File: src/rtl/etc_pkg.sv
// Shared ETC2 definitions: mode encodings, packed colour type and 6/7-bit channel expansion.
package etc_pkg;

  typedef enum logic [2:0] {
    MODE_INDIV  = 3'd0,
    MODE_DIFF   = 3'd1,
    MODE_T      = 3'd2,
    MODE_H      = 3'd3,
    MODE_PLANAR = 3'd4
  } etc_mode_e;

  typedef struct packed {
    logic [7:0] b;
    logic [7:0] g;
    logic [7:0] r;
  } etc_rgb_t;

  function automatic logic [7:0] expand6(input logic [5:0] x);
    return {x, x[5:4]};
  endfunction

  function automatic logic [7:0] expand7(input logic [6:0] x);
    return {x, x[6]};
  endfunction

endpackage

File: src/rtl/etc_planar_pixel_pipe_if.sv
// Request/response bundle between the block fetch stage, the planar pipe and the texel writer.
interface etc_planar_pixel_pipe_if;
  import etc_pkg::*;

  logic [63:0] block;
  logic        flags;
  logic        mode_rtr;
  logic [3:0]  pixIdx;
  logic        aplha;

  logic [2:0]  mode;
  logic        mode_rts;
  logic        color_rts;
  etc_rgb_t    baseColor_0;
  etc_rgb_t    baseColor_1;
  etc_rgb_t    baseColor_2;
  logic        pix_rts;
  logic [7:0]  r;
  logic [7:0]  g;
  logic [7:0]  b;
  logic [7:0]  a;

  modport master (
    output block, flags, mode_rtr, pixIdx, aplha,
    input  mode, mode_rts, color_rts, baseColor_0, baseColor_1, baseColor_2,
    input  pix_rts, r, g, b, a
  );

  modport slave (
    input  block, flags, mode_rtr, pixIdx, aplha,
    output mode, mode_rts, color_rts, baseColor_0, baseColor_1, baseColor_2,
    output pix_rts, r, g, b, a
  );

endinterface

File: src/rtl/etc_planar_pixel_gen.sv
// Planar texel stage: bilinear extrapolation from O/H/V per channel, clamp to 8 bits, alpha fill.
module etc_planar_pixel_gen
  import etc_pkg::*;
(
  input  logic       i_clk,
  input  logic       i_rst,
  input  logic       i_valid,
  input  logic [3:0] i_pix_idx,
  input  logic       i_alpha,
  input  etc_rgb_t   i_base_o,
  input  etc_rgb_t   i_base_h,
  input  etc_rgb_t   i_base_v,
  output logic       o_valid,
  output logic [7:0] o_r,
  output logic [7:0] o_g,
  output logic [7:0] o_b,
  output logic [7:0] o_a
);

  // 12-bit signed covers -508..1532, the full reachable range of the weighted sum.
  function automatic logic [7:0] interp(input logic [7:0] o, input logic [7:0] h,
                                        input logic [7:0] v, input logic [1:0] x,
                                        input logic [1:0] y);
    logic signed [11:0] sum;
    logic signed [11:0] q;
    sum = $signed({10'd0, x}) * ($signed({4'd0, h}) - $signed({4'd0, o}))
        + $signed({10'd0, y}) * ($signed({4'd0, v}) - $signed({4'd0, o}))
        + $signed({2'd0, o, 2'd0}) + 12'sd2;
    q = sum >>> 2;
    if (q[11]) return 8'h00;
    if (|q[10:8]) return 8'hFF;
    return q[7:0];
  endfunction

  logic [1:0] w_x;
  logic [1:0] w_y;
  logic       r_valid;
  logic [7:0] r_r;
  logic [7:0] r_g;
  logic [7:0] r_b;
  logic [7:0] r_a;

  assign w_x = i_pix_idx[3:2];
  assign w_y = i_pix_idx[1:0];

  always_ff @(posedge i_clk) begin
    if (i_rst) begin
      r_valid <= 1'b0;
      r_r     <= 8'h00;
      r_g     <= 8'h00;
      r_b     <= 8'h00;
      r_a     <= 8'h00;
    end else begin
      r_valid <= i_valid;
      if (i_valid) begin
        r_r <= interp(i_base_o.r, i_base_h.r, i_base_v.r, w_x, w_y);
        r_g <= interp(i_base_o.g, i_base_h.g, i_base_v.g, w_x, w_y);
        r_b <= interp(i_base_o.b, i_base_h.b, i_base_v.b, w_x, w_y);
        r_a <= i_alpha ? 8'hFF : 8'h00;
      end
    end
  end

  assign o_valid = r_valid;
  assign o_r     = r_r;
  assign o_g     = r_g;
  assign o_b     = r_b;
  assign o_a     = r_a;

endmodule

File: src/rtl/etc_planar_pixel_pipe.sv
// ETC2 RGB front-end: mode classify, planar base-colour decode, texel interpolate (3 stages).
// Define ETC_PUNCHTHROUGH_EN to honour the RGBA1 punch-through flag during mode detection.
module etc_planar_pixel_pipe
  import etc_pkg::*;
(
  input logic                    sclk,
  input logic                    rsrt,
  etc_planar_pixel_pipe_if.slave io_bus
);

  logic [63:0] w_blk;
  logic        w_diff;
  logic [6:0]  w_rsum;
  logic [6:0]  w_gsum;
  logic [6:0]  w_bsum;
  etc_mode_e   w_mode;
  etc_rgb_t    w_base_o;
  etc_rgb_t    w_base_h;
  etc_rgb_t    w_base_v;
  logic        w_planar;
  logic        w_pix_rts;
  logic [7:0]  w_r;
  logic [7:0]  w_g;
  logic [7:0]  w_b;
  logic [7:0]  w_a;

  etc_mode_e   r_mode;
  logic        r_mode_rts;
  logic        r_color_rts;
  etc_rgb_t    r_base_o;
  etc_rgb_t    r_base_h;
  etc_rgb_t    r_base_v;

  assign w_blk = io_bus.block;

`ifdef ETC_PUNCHTHROUGH_EN
  // In RGBA1 blocks bit 33 is the opaque flag, so the differential family always applies.
  assign w_diff = w_blk[33] | io_bus.flags;
`else
  logic w_unused_flags;
  assign w_unused_flags = io_bus.flags;
  assign w_diff = w_blk[33];
`endif

  // Base + sign-extended delta, mod 128: negatives wrap above 31, so one compare catches both.
  assign w_rsum = {2'b00, w_blk[63:59]} + {{4{w_blk[58]}}, w_blk[58:56]};
  assign w_gsum = {2'b00, w_blk[55:51]} + {{4{w_blk[50]}}, w_blk[50:48]};
  assign w_bsum = {2'b00, w_blk[47:43]} + {{4{w_blk[42]}}, w_blk[42:40]};

  always_comb begin
    w_mode = MODE_DIFF;
    if (!w_diff)                w_mode = MODE_INDIV;
    else if (w_rsum > 7'd31)    w_mode = MODE_T;
    else if (w_gsum > 7'd31)    w_mode = MODE_H;
    else if (w_bsum > 7'd31)    w_mode = MODE_PLANAR;
  end

  assign w_base_o = {expand6({w_blk[48], w_blk[44:43], w_blk[41:39]}),
                     expand7({w_blk[56], w_blk[54:49]}),
                     expand6(w_blk[62:57])};
  assign w_base_h = {expand6(w_blk[24:19]), expand7(w_blk[31:25]),
                     expand6({w_blk[38:34], w_blk[32]})};
  assign w_base_v = {expand6(w_blk[5:0]), expand7(w_blk[12:6]), expand6(w_blk[18:13])};

  always_ff @(posedge sclk) begin
    if (rsrt) begin
      r_mode_rts <= 1'b0;
      r_mode     <= MODE_INDIV;
    end else begin
      r_mode_rts <= io_bus.mode_rtr;
      if (io_bus.mode_rtr) r_mode <= w_mode;
    end
  end

  assign w_planar = r_mode_rts && (r_mode == MODE_PLANAR);

  // Base colours hold across non-planar blocks; the block word is still stable here.
  always_ff @(posedge sclk) begin
    if (rsrt) begin
      r_color_rts <= 1'b0;
      r_base_o    <= '0;
      r_base_h    <= '0;
      r_base_v    <= '0;
    end else begin
      r_color_rts <= w_planar;
      if (w_planar) begin
        r_base_o <= w_base_o;
        r_base_h <= w_base_h;
        r_base_v <= w_base_v;
      end
    end
  end

  etc_planar_pixel_gen u_pixel_gen (
    .i_clk     (sclk),
    .i_rst     (rsrt),
    .i_valid   (r_color_rts),
    .i_pix_idx (io_bus.pixIdx),
    .i_alpha   (io_bus.aplha),
    .i_base_o  (r_base_o),
    .i_base_h  (r_base_h),
    .i_base_v  (r_base_v),
    .o_valid   (w_pix_rts),
    .o_r       (w_r),
    .o_g       (w_g),
    .o_b       (w_b),
    .o_a       (w_a)
  );

  assign io_bus.mode        = r_mode;
  assign io_bus.mode_rts    = r_mode_rts;
  assign io_bus.color_rts   = r_color_rts;
  assign io_bus.baseColor_0 = r_base_o;
  assign io_bus.baseColor_1 = r_base_h;
  assign io_bus.baseColor_2 = r_base_v;
  assign io_bus.pix_rts     = w_pix_rts;
  assign io_bus.r           = w_r;
  assign io_bus.g           = w_g;
  assign io_bus.b           = w_b;
  assign io_bus.a           = w_a;

endmodule

File: src/flat_wrapper.sv
// flat-port wrapper written by rule: the top's interface ports become plain ports
module etc_planar_pixel_pipe_flat import etc_pkg::*;
  (sclk, rsrt, io_bus_block, io_bus_flags, io_bus_mode_rtr, io_bus_pixIdx, io_bus_aplha, io_bus_mode, io_bus_mode_rts, io_bus_color_rts, io_bus_baseColor_0, io_bus_baseColor_1, io_bus_baseColor_2, io_bus_pix_rts, io_bus_r, io_bus_g, io_bus_b, io_bus_a);
  etc_planar_pixel_pipe_if io_bus_i ();
  input logic sclk;
  input logic rsrt;
  input wire logic [$bits(io_bus_i.block)-1:0] io_bus_block;
  input wire logic [$bits(io_bus_i.flags)-1:0] io_bus_flags;
  input wire logic [$bits(io_bus_i.mode_rtr)-1:0] io_bus_mode_rtr;
  input wire logic [$bits(io_bus_i.pixIdx)-1:0] io_bus_pixIdx;
  input wire logic [$bits(io_bus_i.aplha)-1:0] io_bus_aplha;
  output wire logic [$bits(io_bus_i.mode)-1:0] io_bus_mode;
  output wire logic [$bits(io_bus_i.mode_rts)-1:0] io_bus_mode_rts;
  output wire logic [$bits(io_bus_i.color_rts)-1:0] io_bus_color_rts;
  output wire logic [$bits(io_bus_i.baseColor_0)-1:0] io_bus_baseColor_0;
  output wire logic [$bits(io_bus_i.baseColor_1)-1:0] io_bus_baseColor_1;
  output wire logic [$bits(io_bus_i.baseColor_2)-1:0] io_bus_baseColor_2;
  output wire logic [$bits(io_bus_i.pix_rts)-1:0] io_bus_pix_rts;
  output wire logic [$bits(io_bus_i.r)-1:0] io_bus_r;
  output wire logic [$bits(io_bus_i.g)-1:0] io_bus_g;
  output wire logic [$bits(io_bus_i.b)-1:0] io_bus_b;
  output wire logic [$bits(io_bus_i.a)-1:0] io_bus_a;
  assign io_bus_i.block = io_bus_block;
  assign io_bus_i.flags = io_bus_flags;
  assign io_bus_i.mode_rtr = io_bus_mode_rtr;
  assign io_bus_i.pixIdx = io_bus_pixIdx;
  assign io_bus_i.aplha = io_bus_aplha;
  assign io_bus_mode = io_bus_i.mode;
  assign io_bus_mode_rts = io_bus_i.mode_rts;
  assign io_bus_color_rts = io_bus_i.color_rts;
  assign io_bus_baseColor_0 = io_bus_i.baseColor_0;
  assign io_bus_baseColor_1 = io_bus_i.baseColor_1;
  assign io_bus_baseColor_2 = io_bus_i.baseColor_2;
  assign io_bus_pix_rts = io_bus_i.pix_rts;
  assign io_bus_r = io_bus_i.r;
  assign io_bus_g = io_bus_i.g;
  assign io_bus_b = io_bus_i.b;
  assign io_bus_a = io_bus_i.a;
  etc_planar_pixel_pipe u_core (.sclk(sclk), .rsrt(rsrt), .io_bus(io_bus_i));
endmodule
File: config.mk
export PLATFORM = sky130hd
export DESIGN_NAME = etc_planar_pixel_pipe_flat
export DESIGN_NICKNAME = d
export VERILOG_FILES = /design/src/rtl/etc_pkg.sv /design/src/rtl/etc_planar_pixel_pipe_if.sv /design/src/rtl/etc_planar_pixel_gen.sv /design/src/rtl/etc_planar_pixel_pipe.sv /design/src/flat_wrapper.sv
export SDC_FILE = /design/constraint.sdc
export NUM_CORES = 1
export LEC_CHECK = 0
export ABC_AREA = 1
export CELL_PAD_IN_SITES_DETAIL_PLACEMENT = 1
export CELL_PAD_IN_SITES_GLOBAL_PLACEMENT = 2
export CORE_ASPECT_RATIO = 0.75
export CORE_UTILIZATION = 34
export CTS_BUF_LIST = sky130_fd_sc_hd__clkbuf_4
export DETAILED_ROUTE_END_ITERATION = 16
export PLACE_DENSITY = 0.85
export SKIP_LAST_GASP = 1
export SYNTH_ARGS = -nofsm -noshare
export SYNTH_HDL_FRONTEND = slang
export SYNTH_SLANG_ARGS = --single-unit
File: constraint.sdc
create_clock -name sclk -period 14.7 [get_ports sclk]
set_input_delay 2.94 -clock sclk [delete_from_list [all_inputs] [get_ports sclk]]
set_output_delay 2.94 -clock sclk [all_outputs]
set_load 0.01 [all_outputs]
==> metrics.md, run 1 <==
| Metric | Value |
|---|---|
| Worst Reg-to-Reg Cells | 27 |
| Req. time, crit path | 15.10 ns |
| Share of cells above drive strength 1 | 5.49% |
| Max Fanout on Critical Path | 26 |
| Final Skew | 0.0518 ns |
| Top Family by Delay on Critical Path | adder cells |
| CP arrival | 7.91 ns |
| Post-CTS Hold Buffers | 0 |
| GRT Total Usage | 21.1% |
| Clock-pin slew on the worst setup and hold paths | 0.15 ns |
| Fmax | 133 MHz |
| Final worst path period share | 51.1% |
| IO buf count | 181 |
| Most common cell after layout, fill and taps aside | inv_1 |
| Max-slew violations | 0 |
| Crit-path cells | clkdlybuf4s50_1 -> clkinv_1 -> nor2_1 -> inv_1 -> ha_1 -> inv_1 -> fa_1 -> inv_1 -> fa_1 -> inv_1 -> fa_1 -> inv_1 -> ha_1 -> nand2_1 -> inv_1 -> a21oi_1 -> nand2_1 -> nand2_1 -> nand2_2 -> o211ai_1 -> a21oi_1 |
| Vias per std cell | 4.77 |
| Die X | 210 microns |
| Worst Setup Start Kind | primary input |
| Pin count of the biggest net entering global routing | 62 |
| Setup TNS | 0 ns |
| Max incr delay on CP | 0.70 ns |
| Synth area leader | ha_1 |
| Commonest cells after routing, fill and taps aside | 306 x inv_1, 297 x nand2_1, 180 x clkdlybuf4s50_1 |
| Core outline area | 0.0315 sq mm |
| Die Y | 158 microns |
| Reg2reg end | u_core.u_pixel_gen.o_b[4] |
| Final setup fails | 0 |
| Root Driver | clkbuf_4 |
| H-tree levels | 3 |
| Worst hold path class | register to register |
| Iteration-0 DRC count of the detailed router | 415 |
| EDFF count, synth | 0 |
| Worst-margin pin slew | 0.926 ns |
| Most repeated library cell on the critical path | inv_1 |
| CP bufs+invs | 8 |
| Total number of vias | 9742 |
| Critical Path End Type | register |
| IO Pins | 183 |
| Synth warnings | 0 |
| Slowest-stage cell, CP | clkinv_1 |
| Synth-to-layout area growth | 19.7% |
| Worst R2R Start | u_core.io_bus.baseColor_0[17] |
| Total wire length | 33.8 mm |
| CTS Sinks | 88 |
| Peak supply drop | 0.0316 mV |
| Synthesis-stage register bit count | 88 |
| Leakage power | 6.53 nW |
| Synth Net Count | 1810 |
| Worst-case clock buffer depth | 2 |
| Num rows | 56 |
| Max-Cap Viols | 0 |
| Tmin final | 7.51 ns |
| Run status | complete, no violations |
| Worst slew margin | 38.2% |
| First-pass GRT wire length | 54.3 mm |
| WHS Path Cells | 2 |
| Unrepaired setup endpoints after global routing | false |
| Initial Util | 34.9% |
| DPL Wire Length | 28.6 mm |
| Post-synthesis async set-or-reset flop share | 0% |
| Hold endpoint | u_core.u_pixel_gen.o_r[6] |
| Top-area cell type share of the netlist area | 17.6% |
| Clk Latency, worst-skew pair | 0.58 ns |
| Mapped Cells | 1495 |
| Critical path class | primary input to register |
| Final hold vios | 0 |
| Initial antenna violation count | 1 |
| Die Area | 0.0331 sq mm |
| R2R setup slack | 9.03 ns |
| CTS tree | yes |
| N_diodes | 0 |
| DRC Markers | 0 |
| Num CTS Buffers | 9 |
| Vias in the first global route | 10100 |
| Post-synth cell types | 42 |
| Post-synthesis average cell area | 7.36 sq um |
| Synth top area cells | ha_1 18%, dfxtp_1 16%, fa_1 16% |
| Drt pass-1 iters | 6 |
| Post-CTS Resized | 0 |
| Final core utilization | 41.8% |
| Routed len/inst | 16.6 microns |
| Nets | 1949 |
| Total gr overflow | 0 |
| Main synth FF type | dfxtp_1 |
| Mapped Area | 0.0110 sq mm |
| Pwr dens | 42.7 mW/mm^2 |
| Post-route ant nets | 0 |
| Min-delay src | u_core.u_pixel_gen.o_r[6] |
| Placer Congestion | 0.843 |
| Seq/Total Area, Yosys | 16.0% |
| Setup Fix Bufs, Post-CTS | 0 |
-- worst max-delay path by stage --
stage | from | to | slack, ns | cells past startpoint
floorplan | io_bus_pixIdx[0] | u_core.u_pixel_gen.o_g[4] | 7.94 | 20
global placement | io_bus_pixIdx[1] | u_core.u_pixel_gen.o_r[6] | 6.62 | 18
detailed placement | io_bus_pixIdx[1] | u_core.u_pixel_gen.o_r[6] | 6.49 | 18
CTS | io_bus_pixIdx[1] | u_core.u_pixel_gen.o_r[6] | 7.13 | 18
global route | io_bus_pixIdx[1] | u_core.u_pixel_gen.o_g[0] | 6.82 | 21
finish | io_bus_pixIdx[1] | u_core.u_pixel_gen.o_g[0] | 7.19 | 21
-- where the power goes --
part	switching [mW]	internal, mW	leakage [nW]
Sequential	0.00159	0.240	0.709
Clock	0.113	0.0538	0.0753
Combinational	0.0913	0.0633	5.74
Total	0.206	0.357	6.53
-- Yosys cell counts, types with 22 or more instances --
library cell  instances
a211oi_2             29
a21oi_1             113
buf_4                22
clkbuf_1             23
dfxtp_1              88
fa_1                 87
ha_1                155
inv_1               306
nand2_1             297
nand3_1              42
nor2_1              158
o211ai_1             32
xor2_1               33
-- per-layer routing --
layer	global-route usage (%)	part of all wire [%]
met4	3.30	0.68
met2	31.0	40
met5	0	0.035
met3	5.65	5.8
met1	31.0	54
-- registers in the layout, summed over array words and instances (netlist names) --
name,count
u_core.io_bus.baseColor_0,19
u_core.io_bus.baseColor_1,19
u_core.io_bus.baseColor_2,19
u_core.u_pixel_gen.o_b,8
u_core.u_pixel_gen.o_g,8
u_core.u_pixel_gen.o_r,8
u_core.io_bus.mode,3
u_core.io_bus.color_rts,1
u_core.io_bus.mode_rts,1
u_core.u_pixel_gen.o_a,1
u_core.u_pixel_gen.o_valid,1
-- worst min-delay path, cell delays in order (launching register included) --
cell and delay [ns]:
dfxtp_1 0.34, nand2_1 0.06, a21oi_1 0.05
-- stage by stage --
stage	hold slack [ns]	area [sq um]	setup WS [ns]	total power, mW	cells
finish	0.476	13200	7.19	0.563	2044
detailed placement	0.459	13000	6.49	0.403	2029
floorplan	0.490	11000	7.94	0.344	1495
CTS	0.479	13200	7.13	0.574	2044
global route	0.495	13200	6.82	0.599	2044
global placement	0.457	13000	6.62	0.398	2029
-- cells by family after synthesis --
logic type                 after synthesis  synth area share, %
xor gates and xnor gates                48                 3.82
and+or+nand+nor                        547                 20.5
DFF                                     88                 16.0
AOI/OAI and AO/OA                      202                 12.6
adders and majority gates              242                 33.4
buffers and inverters                  368                 13.6
-- area by class of cell --
class	count	area, sq um
Tap cell	406	508
Timing Repair Buffer	186	1850
Clock inverter	6	75.1
Multi-Input combinational cell	1039	7750
Fill cell	3971	18400
Sequential cell	88	1760
Clock buffer	9	67.6
Inverter	310	1160
No activity file was read; power rests on OpenSTA's default activity.
==> run 2: changes to the inputs <==
Settings changed: CORE_UTILIZATION 34 to 32, PLACE_DENSITY 0.85 to 0.81.
Clock period 14.7 ns to 7.6 ns, I/O delays scaled along.
==> run 2 against run 1 <==
  * Register-to-register slack worse by 7.2 ns
  * Die area up 6.2%
  * Combinational power up 94%
  * Largest power group unchanged
  * Highest routed layer unchanged
  * Critical endpoint is now u_core.u_pixel_gen.o_g[2]
==> metrics.md, run 2 (same netlist as run 1, synthesis figures left out) <==
| Metric | Value |
|---|---|
| Req. time, crit path | 7.99 ns |
| Final hold vios | 0 |
| Total gr overflow | 0 |
| Die Y | 163 microns |
| Final Skew | 0.0478 ns |
| Number of fill cells | 4222 |
| CP bufs+invs | 6 |
| Post-CTS Resized | 0 |
| Final setup fails | 0 |
| IO buf count | 181 |
| Worst-margin pin slew | 1.10 ns |
| Fmax | 163 MHz |
| Critical Path End Type | register |
| Clock-pin slew on the worst setup and hold paths | 0.15 ns |
| Pin count of the biggest net entering global routing | 86 |
| Clk Latency, worst-skew pair | 0.58 ns |
| Max incr delay on CP | 0.75 ns |
| Vias in the first global route | 10100 |
| Max-Cap Viols | 0 |
| Post-route ant nets | 0 |
| Worst hold path class | register to register |
| Pwr dens | 85.9 mW/mm^2 |
| Vias per std cell | 4.68 |
| Crit-path cells | clkdlybuf4s50_1 -> clkinv_1 -> nor2_1 -> ha_1 -> inv_1 -> fa_1 -> fa_1 -> inv_1 -> fa_1 -> ha_1 -> inv_1 -> fa_1 -> inv_1 -> nand2_1 -> nand2_2 -> nand2_1 -> nand3_1 -> nand2_2 -> o211ai_1 -> a21oi_1 |
| Total number of vias | 9797 |
| Core outline area | 0.0337 sq mm |
| Most common cell after layout, fill and taps aside | inv_1 |
| Unrepaired setup endpoints after global routing | false |
| H-tree levels | 3 |
| Die Area | 0.0352 sq mm |
| Max Fanout on Critical Path | 27 |
| Top Family by Delay on Critical Path | adder cells |
| CP arrival | 6.52 ns |
| Share of cells above drive strength 1 | 5.67% |
| Leakage power | 6.56 nW |
| Max-slew violations | 0 |
| First-pass GRT wire length | 54.9 mm |
| Commonest cells after routing, fill and taps aside | 306 x inv_1, 297 x nand2_1, 180 x clkdlybuf4s50_1 |
| Post-CTS Hold Buffers | 0 |
| Setup TNS | 0 ns |
| DPL Wire Length | 28.5 mm |
| Total wire length | 34.1 mm |
| Worst-case clock buffer depth | 2 |
| DRC Markers | 0 |
| Nets | 1952 |
| Setup Fix Bufs, Post-CTS | 0 |
| Peak supply drop | 0.0633 mV |
| Tmin final | 6.13 ns |
| Critical path class | primary input to register |
| Iteration-0 DRC count of the detailed router | 397 |
| Routed len/inst | 16.3 microns |
| GRT Total Usage | 20.0% |
| Initial Util | 32.7% |
| Num CTS Buffers | 9 |
| Worst R2R Start | u_core.io_bus.baseColor_0[17] |
| Synth-to-layout area growth | 20.8% |
| Slowest-stage cell, CP | clkinv_1 |
| Root Driver | clkbuf_4 |
| Drt pass-1 iters | 5 |
| Min-delay src | u_core.u_pixel_gen.o_r[1] |
| Worst slack, placed | 0.915 ns |
| Die X | 216 microns |
| Placer Congestion | 0.836 |
| Run status | complete, no violations |
| IO Pins | 183 |
| Fin worst setup slack | 1.47 ns |
| Worst slew margin | 26.5% |
| Worst Setup Start Kind | primary input |
| CTS Sinks | 88 |
| Final worst path period share | 80.7% |
| Initial antenna violation count | 3 |
| CTS tree | yes |
| Setup crit start | io_bus_pixIdx[3] |
| Num rows | 58 |
[run 2: layout make-up]
class	instances	area [sq um]	share of cell area (%)
diodes	2	5.00	0.0376
clock buffers	9	67.6	0.508
clock inverters	6	115	0.866
inverters	310	1160	8.76
multi-input cells	1039	7750	58.3
flip-flops and latches	88	1760	13.2
well taps	450	563	4.23
repair buffers	189	1870	14.1
[run 2: metrics by stage]
step | power, mW | cells | hold WS [ns] | util, % | area, sq um
floorplan | 0.665 | 1495 | 0.490 | - | 11000
global placement | 0.773 | 2076 | 0.457 | 38.9 | 13100
detailed placement | 0.779 | 2076 | 0.459 | 38.9 | 13100
CTS | 1.17 | 2091 | 0.479 | 39.5 | 13300
global route | 1.22 | 2093 | 0.490 | 39.5 | 13300
finish | 1.14 | 2093 | 0.475 | 39.5 | 13300
[run 2: final timing paths]
check        depth (start not counted)  slack, ns                         to
min reg2reg                          2       0.47  u_core.u_pixel_gen.o_r[1]
max reg2reg                         27       1.85  u_core.u_pixel_gen.o_b[2]
max                                 20       1.47  u_core.u_pixel_gen.o_g[2]
min                                  2       0.47  u_core.u_pixel_gen.o_r[1]
[run 2: tightest hold or removal path: stages, from the launching register on]
cell and delay (ns):
dfxtp_1 0.34, nand2_1 0.06, a21oi_1 0.05
[run 2: power breakdown]
part,internal (mW),leakage (nW),total (mW),switching [mW]
Combinational,0.123,5.76,0.300,0.176
Clock,0.167,0.0930,0.376,0.209
Sequential,0.464,0.709,0.467,0.00298
Total,0.754,6.56,1.14,0.389
[run 2: routing by layer]
layer,vias up,GRT usage (%),part of all wire [%]
li1,4932,-,-
met1,4650,30.2,54
met2,193,28.5,39
met3,20,5.00,5.7
met4,2,3.75,0.91
met5,-,0,0.038
==> RTL change 1, RTL diff (settings of run 2) <==
Add a define of `ETC_PUNCHTHROUGH_EN`.
--- a/src/rtl/etc_planar_pixel_pipe.sv
+++ b/src/rtl/etc_planar_pixel_pipe.sv
@@ -1,4 +1,6 @@
 // ETC2 RGB front-end: mode classify, planar base-colour decode, texel interpolate (3 stages).
 // Define ETC_PUNCHTHROUGH_EN to honour the RGBA1 punch-through flag during mode detection.
+`define ETC_PUNCHTHROUGH_EN
+
 module etc_planar_pixel_pipe
   import etc_pkg::*;
Behaviour: not the same (a bounded check fails within 4 cycles, from zero or initial values).
==> RTL change 1 against run 2 <==
Combinational power decreased by 23%; total power is 8.6% lower; utilization hardly changed; sequential cell count did not move; worst setup slack better by 0.11 ns; synthesized area rose by 0.39%; routed wire length up 2.6%; maximum frequency rose by 1.8%; sequential power is essentially flat; register-to-register slack improved by 0.05 ns; final area rose by 0.17%; count of clock-buffer cells in the layout rose by 1; highest routed layer unchanged.
==> RTL change 1: results (changes against run 2) <==
| Metric | Value |
|---|---|
| Leakage power | 6.61 nW (+0.75%) |
| Data buffer area share | 0.140 (-0.000613) |
| Syn_nets | 1,825 (+0.83%) |
| Mapped Cells | 1,510 (+1.0%) |
| Via count | 9,788 (-0.092%) |
| Antenna violations before repair | 2 (-1) |
| Multi-In Gates | 1,051 (+1.2%) |
| Hold Path Class | flop to flop |
| Synth cell types | 36 (-14%) |
| Area delta synth->final | 20.5% |
| Met1 WL | 19.1 mm (+3.0%) |
| Placement Setup Slack | 0.966 ns (+0.0512 ns) |
| Worst-path fanout max | 24 (-11%) |
| Global-route wire length before repair | 55.3 mm (+0.73%) |
| Routed wire per std cell | 16.6 µm (+1.9%) |
| Seq/total area | 0.132 (-0.000224) |
| Sequential-to-total area share from yosys stat | 0.159 (-0.000616) |
| Peak supply drop | 0.0598 mV (-5.6%) |
| Slowest stage cell, crit path | inv_1 |
| Multi-input gate share of total cell area | 0.585 (+0.00174) |
| Placed Area | 13,200 µm² (+0.32%) |
| Switching portion of total power | 0.330 (-0.00991) |
| Inverters | 313 (+0.97%) |
| Final #Nets | 1,966 (+0.72%) |
| Clock buf/inv share | 0.0124 (-0.00134) |
| Met2 routed WL | 13.9 mm (+4.9%) |
| Total track usage | 0.203 (+0.00220) |
| Num sequential | 88 (unchanged) |
| CP max stage delay | 0.73 ns (-0.02 ns) |
| Root buf cell | clkbuf_4 |
| Hpwl dp | 29.4 mm (+3.1%) |
| Top cells by count, synth | 308 x inv_1, 304 x nand2_1, 158 x nor2_1 |
| I/O Buffers | 182 (+0.55%) |
| Clock transition at path regs | 0.14 ns |
| Met3 WL | 1.64 mm (-16%) |
| Slew margin rel. | 0.346 (+0.0809) |
| Largest net degree at the start of global routing | 58 (-33%) |
| Ant diodes | 1 (-1) |
| Filler cell count | 4,227 (+0.12%) |
| Number of global-route vias before repair | 10,100 (-0.34%) |
| Post-synthesis compound-gate area fraction | 0.122 (-0.00456) |
| Outcome | finished, final reports clean |
| Post-Synth XOR/XNOR Area | 0.0380 (-0.000147) |
| Placed insts | 2,090 (+0.67%) |
| DR iter-0 viols | 412 (+3.8%) |
| Fraction of layout cells with a size suffix above 1 | 0.0550 (-0.00172) |
| P_clk | 0.000346 W (-8.0%) |
| Signal buffers | 188 (-0.53%) |
| GPL Wtd Cong | 0.860 (+2.8%) |
| Crit path DAT | 6.41 ns (-0.11 ns) |
-- RTL change 1: worst paths after layout --
path                                                    from                        end  slack [ns]  cells past startpoint
worst max-delay path                        io_bus_pixIdx[0]  u_core.u_pixel_gen.o_r[2]        1.58                     20
worst min-delay path               u_core.u_pixel_gen.o_g[7]  u_core.u_pixel_gen.o_g[7]        0.47                      2
worst max register to register  u_core.io_bus.baseColor_0[1]  u_core.u_pixel_gen.o_r[3]        1.90                     26
worst min register to register     u_core.u_pixel_gen.o_g[7]  u_core.u_pixel_gen.o_g[7]        0.47                      2
-- RTL change 1: layer usage --
layer  vias up  GRT usage
li1       4976          -
met5         -          0
met2       147      0.291
met4         2     0.0320
met1      4644      0.308
met3        19     0.0448
-- RTL change 1: tightest hold or removal path, cell delays in order (launching register included) --
cell and delay [ns]:
dfxtp_1 0.34, nand2_1 0.06, a21oi_1 0.05
==> RTL change 2, RTL diff (flow settings as in run 2) <==
Without the edit above. Reset style: asynchronous (`i_rst`), changed in one clocked block.
--- a/src/rtl/etc_planar_pixel_gen.sv
+++ b/src/rtl/etc_planar_pixel_gen.sv
@@ -44,5 +44,5 @@
   assign w_y = i_pix_idx[1:0];
 
-  always_ff @(posedge i_clk) begin
+  always_ff @(posedge i_clk or posedge i_rst) begin
     if (i_rst) begin
       r_valid <= 1'b0;
Behaviour: not the same (Yosys sat finds a counterexample within 4 cycles, from zero or initial values; the reset may be asserted at any time).
==> RTL change 2 against run 2 <==
Register-to-register slack gained 0.28 ns; final area shrank 2.2%; routed wire length down 0.21%; worst setup slack better by 0.26 ns; synthesized area is 2.7% lower; sequential cell count did not move; via count down 2.5%; critical path type unchanged; critical endpoint is now u_core.u_pixel_gen.o_b[3].
Power is not compared: it rests on default switching activity, and its combinational part moved more than twofold at a synthesized area within 25%.
==> RTL change 2: results (changes against run 2) <==
| Metric | Value |
|---|---|
| Crit path DAT | 6.33 ns (-0.19 ns) |
| Slew of the pin with the lowest slew margin | 0.909 ns (-0.194 ns) |
| Clock transition at path regs | 0.15 ns (about the same) |
| Placed Area | 12,900 µm² (-1.9%) |
| Yosys warning count | 0 (unchanged) |
| Routed wire length | 34.0 mm (-0.21%) |
| Worst Hold Depth | 2 (unchanged) |
| Root buf cell | clkbuf_4 |
| Setup Skew | 0.0430 ns (-0.00483 ns) |
| Longest Clk Path Bufs | 2 (unchanged) |
| Seq pwr share | 0.364 |
| Routed wire per std cell | 16.7 µm (+2.5%) |
| Peak supply drop | 0.0723 mV |
| Fraction of layout cells with a size suffix above 1 | 0.0421 (-0.0146) |
| Worst-path fanout max | 25 (-7.4%) |
| Total track usage | 0.207 (+0.00634) |
| Final #Nets | 1,902 (-2.6%) |
| Hpwl dp | 28.5 mm (about the same) |
| Post-CTS sizing | 0 (unchanged) |
| DR vias/cell | 4.69 (+0.16%) |
| DR iter-0 viols | 326 (-18%) |
| Post-CTS setup buffers | 0 (unchanged) |
| H-tree depth | 3 (unchanged) |
| Reg2Reg Depth | 22 (-19%) |
| Leakage power | 6.68 nW |
| Syn_nets | 1,754 (-3.1%) |
| Antenna violations before repair | 2 (-1) |
| GPL Wtd Cong | 0.870 (+4.0%) |
| Ys async rst share | 0.295 (+0.295) |
| Sequential-to-total area share from yosys stat | 0.177 (+0.0165) |
| Switching portion of total power | 0.388 |
| CTS buffer count | 9 (unchanged) |
| TritonRoute pass-1 iters | 4 (-1) |
| Ranking of synthesized cells by area | ha_1 18%, fa_1 16%, dfxtp_1 12% |
| Clk_lat worst skew | 0.58 ns (about the same) |
| Prevailing post-synth register cell | dfxtp_1 |
| Placement Setup Slack | 1.09 ns (+0.170 ns) |
| Top cells by count, synth | 272 x inv_1, 231 x nand2_1, 182 x nor2_1 |
| Delay-heaviest family, CP | adder cells |
| I/O Buffers | 181 (unchanged) |
| Largest net degree at the start of global routing | 53 (-38%) |
| Logic power comb | 0.000675 W |
| Number of global-route vias before repair | 10,100 (-0.26%) |
| Placed insts | 2,018 (-2.8%) |
| Synth cell types | 35 (-17%) |
| Global-route wire length before repair | 54.5 mm (-0.73%) |
| CP max stage delay | 0.71 ns (-0.04 ns) |
| Hold Path Class | flop to flop |
| Mapped Cells | 1,439 (-3.7%) |
| Slowest stage cell, crit path | inv_1 |
| Outcome | finished, final reports clean |
==> RTL change 2: cell type report <==
class / instances / area [µm²]
Clock buffer: 10 / 75.1
Clock inverter: 6 / 68.8
Timing Repair Buffer: 189 / 1870
Inverter: 276 / 1040
Antenna cell: 3 / 7.51
Fill cell: 4145 / 19700
Multi-Input combinational cell: 1023 / 7500
Sequential cell: 88 / 1890
Tap cell: 442 / 553
==> RTL change 2: per-layer routing <==
metal	up-vias	GRT usage	routed length (µm)
met1	4577	0.287	17100
met4	0	0.0286	267
met2	167	0.328	15000
met5	-	0	0
met3	13	0.0528	1650
li1	4793	-	-
==> RTL change 2: final timing paths <==
check	to	startpoint	slack, ns
worst max-delay path	u_core.u_pixel_gen.o_b[3]	io_bus_pixIdx[1]	1.73
worst min-delay path	u_core.u_pixel_gen.o_b[5]	u_core.u_pixel_gen.o_b[5]	0.49
worst max register to register	u_core.u_pixel_gen.o_r[6]	u_core.io_bus.baseColor_0[6]	2.13
worst min register to register	u_core.u_pixel_gen.o_b[5]	u_core.u_pixel_gen.o_b[5]	0.49
max in group asynchronous	u_core.u_pixel_gen.o_b[5]	rsrt	4.95
min in group asynchronous	u_core.u_pixel_gen.o_g[3]	rsrt	1.62
==> RTL change 2: stage by stage <==
stage,utilization,power [W]
2_1_floorplan,-,0.000969
3_3_place_gp,0.394,0.00125
3_5_place_dp,0.394,0.00126
4_1_cts,0.398,0.00160
5_1_grt,0.398,0.00170
6_report,0.398,0.00156
==> RTL change 2: cells by family after synthesis <==
kind of cell,after synthesis,share of synthesized area
AND/OR/NAND/NOR,501,0.193
adder cells (fa/ha/maj),242,0.343
flip-flops,88,0.177
buffers and inverters,328,0.124
XOR/XNOR,54,0.0441
AO/OA/AOI/OAI,226,0.119
